## src/rtl/mavg_pkg.sv

```systemverilog
// Shared definitions for the moving-sum filter family.
//   WIN    : window length (taps)
//   DW     : unsigned sample width
//   SW     : unsigned window-sum width (SW >= DW + clog2(WIN))
//   clog2  : ceiling log2 helper for constant expressions
//   sat_u  : clamp a signed value into the unsigned range 0..2^dw-1
package mavg_pkg;

  localparam int unsigned WIN = 5;
  localparam int unsigned DW  = 8;
  localparam int unsigned SW  = 11;

  function automatic int unsigned clog2(input int unsigned v);
    int unsigned r;
    int unsigned p;
    r = 0;
    p = 1;
    while (p < v) begin
      p = p << 1;
      r = r + 1;
    end
    return r;
  endfunction

  // Narrowest sum width that can hold WIN full-scale samples.
  localparam int unsigned SW_MIN = DW + clog2(WIN);

  // Result is returned in 32 bits; callers size-cast to their sample width.
  function automatic logic [31:0] sat_u(input logic signed [31:0] x,
                                        input int unsigned       dw);
    logic signed [31:0] maxv;
    maxv = (32'sd1 <<< dw) - 32'sd1;
    if (x < 32'sd0) begin
      return '0;
    end else if (x > maxv) begin
      return maxv;
    end else begin
      return x;
    end
  endfunction

endpackage

```

## src/rtl/mavg_hist_sr.sv

```systemverilog
// Recovered-sample history: WIN-deep shift register of DW-bit samples.
//   clock    : system clock, rising edge
//   reset    : asynchronous active-low reset, clears all entries
//   clr      : synchronous clear of all entries (wins over shift_en)
//   shift_en : push din into entry 0, older entries move toward the tail
//   din      : sample to push
//   tail     : oldest entry, hist[WIN-1]
module mavg_hist_sr
  import mavg_pkg::*;
#(
  parameter int unsigned WIN = mavg_pkg::WIN,
  parameter int unsigned DW  = mavg_pkg::DW
) (
  input  logic          clock,
  input  logic          reset,
  input  logic          clr,
  input  logic          shift_en,
  input  logic [DW-1:0] din,
  output logic [DW-1:0] tail
);

  logic [DW-1:0] hist [WIN];

  always_ff @(posedge clock or negedge reset) begin
    if (!reset) begin
      hist <= '{default: '0};
    end else if (clr) begin
      hist <= '{default: '0};
    end else if (shift_en) begin
      hist[0] <= din;
      for (int unsigned i = 1; i < WIN; i++) begin
        hist[i] <= hist[i-1];
      end
    end
  end

  assign tail = hist[WIN-1];

endmodule

```

## src/rtl/mavg_inverse.sv

```systemverilog
// Inverse of the WIN-tap moving-sum stage: recovers x[n] from window sums
// using x[n] = S[n] - S[n-1] + x[n-WIN]. Two-stage pipeline, vin -> vout
// latency of two clocks, one sample per clock, no backpressure.
//   clock : system clock, rising edge
//   reset : asynchronous active-low reset
//   clr   : synchronous clear of all state (dout holds), wins over vin
//   vin   : din valid
//   din   : window sum S[n], SW bits unsigned
//   vout  : dout valid, one pulse per accepted vin
//   dout  : recovered sample x[n], saturated to DW bits
//   err   : sticky flag, set when any x[n] fell outside 0..2^DW-1
//   err_p : one-cycle error pulse aligned with the offending vout
module mavg_inverse
  import mavg_pkg::*;
#(
  parameter int unsigned WIN = mavg_pkg::WIN,
  parameter int unsigned DW  = mavg_pkg::DW,
  parameter int unsigned SW  = mavg_pkg::SW
) (
  input  logic          clock,
  input  logic          reset,
  input  logic          clr,
  input  logic          vin,
  input  logic [SW-1:0] din,
  output logic          vout,
  output logic [DW-1:0] dout,
  output logic          err,
  output logic          err_p
);

  // Stage 1 state
  logic [SW-1:0]      s_prev;
  logic signed [SW:0] diff_r;
  logic               v1;

  // Stage 2 datapath
  logic [DW-1:0]        hist_tail;
  logic signed [SW+1:0] x;
  logic [DW-1:0]        x_sat;
  logic                 x_oor;

  // Stage 1: first difference of the incoming sums.
  always_ff @(posedge clock or negedge reset) begin
    if (!reset) begin
      s_prev <= '0;
      diff_r <= '0;
      v1     <= 1'b0;
    end else if (clr) begin
      s_prev <= '0;
      v1     <= 1'b0;
    end else begin
      v1 <= vin;
      if (vin) begin
        diff_r <= $signed({1'b0, din}) - $signed({1'b0, s_prev});
        s_prev <= din;
      end
    end
  end

  // Stage 2: add back the sample that left the window, then clamp.
  always_comb begin
    x     = (SW+2)'(diff_r) + $signed({2'b00, {(SW-DW){1'b0}}, hist_tail});
    // Negative shows as the sign bit; too large shows as any bit above DW.
    x_oor = x[SW+1] | (|x[SW:DW]);
    x_sat = DW'(sat_u(32'(x), DW));
  end

  always_ff @(posedge clock or negedge reset) begin
    if (!reset) begin
      vout  <= 1'b0;
      dout  <= '0;
      err   <= 1'b0;
      err_p <= 1'b0;
    end else if (clr) begin
      vout  <= 1'b0;
      err   <= 1'b0;
      err_p <= 1'b0;
    end else begin
      vout  <= v1;
      err_p <= v1 & x_oor;
      if (v1) begin
        dout <= x_sat;
        err  <= err | x_oor;
      end
    end
  end

  // The clamped value is what enters the history, so a range error
  // cannot keep feeding back into later samples.
  mavg_hist_sr #(
    .WIN (WIN),
    .DW  (DW)
  ) u_hist (
    .clock    (clock),
    .reset    (reset),
    .clr      (clr),
    .shift_en (v1 & ~clr),
    .din      (x_sat),
    .tail     (hist_tail)
  );

endmodule
```

## config.mk

```make
export PLATFORM = sky130hd
export DESIGN_NAME = mavg_inverse
export DESIGN_NICKNAME = d
export VERILOG_FILES = /design/src/rtl/mavg_pkg.sv /design/src/rtl/mavg_hist_sr.sv /design/src/rtl/mavg_inverse.sv
export SDC_FILE = /design/constraint.sdc
export NUM_CORES = 1
export LEC_CHECK = 0
export BUFFER_PORTS_ARGS = -buffer_cell sky130_fd_sc_hd__clkbuf_2
export CAP_MARGIN = 20
export CORE_MARGIN = 2
export CORE_UTILIZATION = 30
export DETAILED_ROUTE_END_ITERATION = 7
export HOLD_SLACK_MARGIN = 0.08
export PLACE_DENSITY = 0.5
export SYNTH_ARGS = -nofsm -noshare
export SYNTH_HDL_FRONTEND = slang
export SYNTH_HIERARCHICAL = 1
export SYNTH_SLANG_ARGS = --single-unit
```

## constraint.sdc

```tcl
create_clock -name clock -period 7.15 [get_ports clock]
set_input_delay 1.43 -clock clock [delete_from_list [all_inputs] [get_ports clock]]
set_output_delay 1.43 -clock clock [all_outputs]
set_load 0.02 [all_outputs]
```

==> flow_summary_export.csv <==
group,metric,value,unit
logic_synthesis,netlist-cell-type-count,46,
placed_design,dp.final_hpwl,5200,um
global_route,grt_first_pass_wirelength,12700,um
global_route,grt.overflow.total,0,
floorplan,num_rows,42,
clock_network,worst_skew_pair.late_latency,0.33,ns
setup_path,worst_ep_arrival_time,3.36,ns
setup_path,worstSetupEndpointType,"flip-flop",
power_and_ir_drop,p_leak,2.11,nW
setup_path,worst-endpoint-required,7.38,ns
setup_path,regToRegSetupSlack,4.30,ns
placed_design,post-place-ws,3.61,ns
setup_path,critPathKind,"primary input to flip-flop",
cells_and_area,area.growth.synth_to_final,13.4,%
sta,finalWorstPathRequiredPeriod,3.13,ns
routing,remaining_drc_errors,0,
routing,wl_cell,13.0,um
global_route,grt_max_degree,76,
setup_path,critical_path.reg2reg.endpoint,"u_hist/hist[32]",
logic_synthesis,postSynthRegisterBits,75,
placed_design,port_buffers,25,
clock_network,cts_resized,0,
setup_path,r2r_cells,12,
clock_network,cts_post_setup_buffers_inserted,0,
sta,grt_setup_unrepaired,"false",
logic_synthesis,ys_warn_count,6,
sta,final_max_slew_viol_count,0,
sta,max_slew_margin,36.4,%
sta,timing_hold_violations_final,0,
clock_network,tritoncts.num_buffers,9,
outcome,run_status,"completed",
floorplan,io_pins,26,
routing,final_antenna_net_count,0,
sta,finalSetupTns,0,ns
clock_network,cts-root-buf,"sky130_fd_sc_hd__clkbuf_16",
logic_synthesis,synth-seq-area-share,47.2,%
sta,setup_slack,4.02,ns
setup_path,critical_path_peak_fanout,54,
routing,detailedRoute.firstPassIterationCount,4,
global_route,grt_use_total,11.2,%
logic_synthesis,synthesis.area,0.00398,sq mm
clock_network,cts_max_path_buffers,2,
cells_and_area,antenna_cells,0,
clock_network,post_cts_hold_buffer_count,0,
cells_and_area,layout_common_cells,"sky130_fd_sc_hd__dfrtp_1 (75), sky130_fd_sc_hd__nor2_1 (65), sky130_fd_sc_hd__mux2i_1 (51), sky130_fd_sc_hd__clkbuf_2 (24)",
sta,worst_slew_pin_slew,0.954,ns
setup_path,worst_setup_path_start_kind,"primary input",
sta,setup-violations-final,0,
floorplan,start_util,30.4,%
clock_network,cts.clk_slew.worst_paths,0.06,ns
floorplan,overall_die_area,0.0142,sq mm
placed_design,gp_congestion,0.717,
worst_hold_path,hold_path_class,"flip-flop to flip-flop",
cells_and_area,design.final.nets,426,
power_and_ir_drop,vdd_drop_max,0.0982,mV
routing,drt-total-wl,7420,um
logic_synthesis,syn-mean-instance-area,10.6,sq um
floorplan,die_height,119,um
worst_hold_path,hold_end,"dout[7]",
floorplan,design.core.area,0.0131,sq mm
global_route,grt_pass1_vias,2547,
logic_synthesis,syn-num-nets,411,
cells_and_area,final_common_cell,"sky130_fd_sc_hd__dfrtp_1",
logic_synthesis,post_synth_inst_count,375,
clock_network,cts_tree,"done",
sta,max_freq,0.319,GHz
run,max_cap_violations,0,
clock_network,htree_num_levels,3,
routing,dr_total_vias,2612,
clock_network,clock_sink_count,75,
cells_and_area,fillCellCount,1355,
power_and_ir_drop,cellPowerDensity,270,mW/mm^2
sta,fin_skew,0.00503,ns
floorplan,fp.dieW,119,um
worst_hold_path,min_from,"dout[7]",
global_route,grt_antenna_before_repair,0,
routing,drt_iter0_markers,149,
sta,final_min_period_over_clock_period,43.8,%
cells_and_area,drive_above_1_share,13.4,%
routing,vias_per_cell,4.57,
worst_hold_path,min_delay_path_depth,2,
setup_path,regToRegStartpoint,"diff_r[0]",
[power by group]
group | internal (mW) | switching (mW)
logic | 0.0774 | 0.123
clock network | 0.369 | 0.163
registers | 0.460 | 0.0268
total | 0.906 | 0.313
[per-layer routing]
metal / up-vias / GRT usage, % / share of wire [%]
met5: - / 0 / 0
met4: 0 / 4.61 / 2.2
met3: 12 / 2.92 / 3.1
met2: 36 / 17.0 / 45
met1: 1250 / 15.3 / 50
li1: 1314 / - / -
[worst max path at each step]
stage | start | endpoint | slack [ns] | depth (start not counted)
6_report | clr | dout[0] | 4.02 | 7
5_1_grt | clr | dout[5] | 3.79 | 7
4_1_cts | clr | dout[0] | 3.96 | 7
3_5_place_dp | clr | dout[0] | 3.61 | 7
3_3_place_gp | clr | dout[0] | 3.68 | 7
2_1_floorplan | din[0] | diff_r[10] | 4.14 | 10
[sequential cells by signal (all words and copies together), names as in the netlist]
name and cells:
diff_r 12, dout 8, err 1, err_p 1, s_prev 11, u_hist/hist 32
u_hist/tail 8, v1 1, vout 1
[logic make-up after synthesis]
kind of cell	Yosys count	synth area share, %
adders and majority gates	21	6.98
and+or+nand+nor	105	11.7
buffers and inverters	44	6.92
xor gates and xnor gates	13	2.86
muxes	51	12.8
DFF	75	47.2
AOI/OAI and AO/OA	66	11.5
[critical path: stages]
cell and delay (ns):
sky130_fd_sc_hd__clkbuf_2 0.07, sky130_fd_sc_hd__buf_4 0.45, sky130_fd_sc_hd__nand2b_1 0.41, sky130_fd_sc_hd__inv_2 0.04, sky130_fd_sc_hd__buf_4 0.34, sky130_fd_sc_hd__and3_1 0.33, sky130_fd_sc_hd__a311oi_1 0.25
[stage by stage]
stage	std cells	util [%]	power, mW	hold slack [ns]	instance area (sq um)
finish	571	34.5	1.22	0.497	4510
detailed placement	555	31.7	0.698	0.489	4150
global placement	555	31.7	0.694	0.484	4150
floorplan	375	-	0.635	0.456	3980
CTS	571	34.5	1.24	0.502	4510
global route	571	34.5	1.28	0.527	4510
[layout make-up]
type,instances,area [sq um],share of cell area [%]
repair buffers,28,150,3.33
clock buffers,12,267,5.91
flip-flops and latches,75,1880,41.6
inverters,20,75.1,1.66
clock inverters,4,95.1,2.11
well taps,176,220,4.88
multi-input cells,256,1830,40.5
[synth_stat cells (all sizes together)]
master | n | area, sq um
ha | 19 | 238
nor4 | 1 | 12.5
nand4b | 1 | 8.76
o211ai | 3 | 27.5
a211oi | 2 | 15.0
a311oi | 8 | 70.1
o21ai | 16 | 95.1
a21boi | 1 | 7.51
inv | 19 | 71.3
dfrtp | 75 | 1880
and3 | 2 | 12.5
nand2 | 17 | 63.8
nor3b | 2 | 15.0
o31ai | 5 | 37.5
a21o | 8 | 60.1
o41ai | 1 | 8.76
mux2i | 51 | 510
nor2b | 3 | 18.8
nand2b | 6 | 37.5
a21oi | 16 | 83.8
o22ai | 1 | 6.26
buf | 16 | 170
clkbuf | 8 | 30.0
and2 | 3 | 21.3
a221oi | 1 | 8.76
a32o | 1 | 10.0
nor3 | 3 | 15.0
fa | 2 | 40.0
xor2 | 5 | 43.8
o211a | 1 | 10.0
nand3 | 1 | 10.0
clkinv | 1 | 3.75
o21a | 2 | 16.3
xnor2 | 8 | 70.1
nor2 | 65 | 244
nand3b | 1 | 7.51
Power figures use the tool's default switching activity.
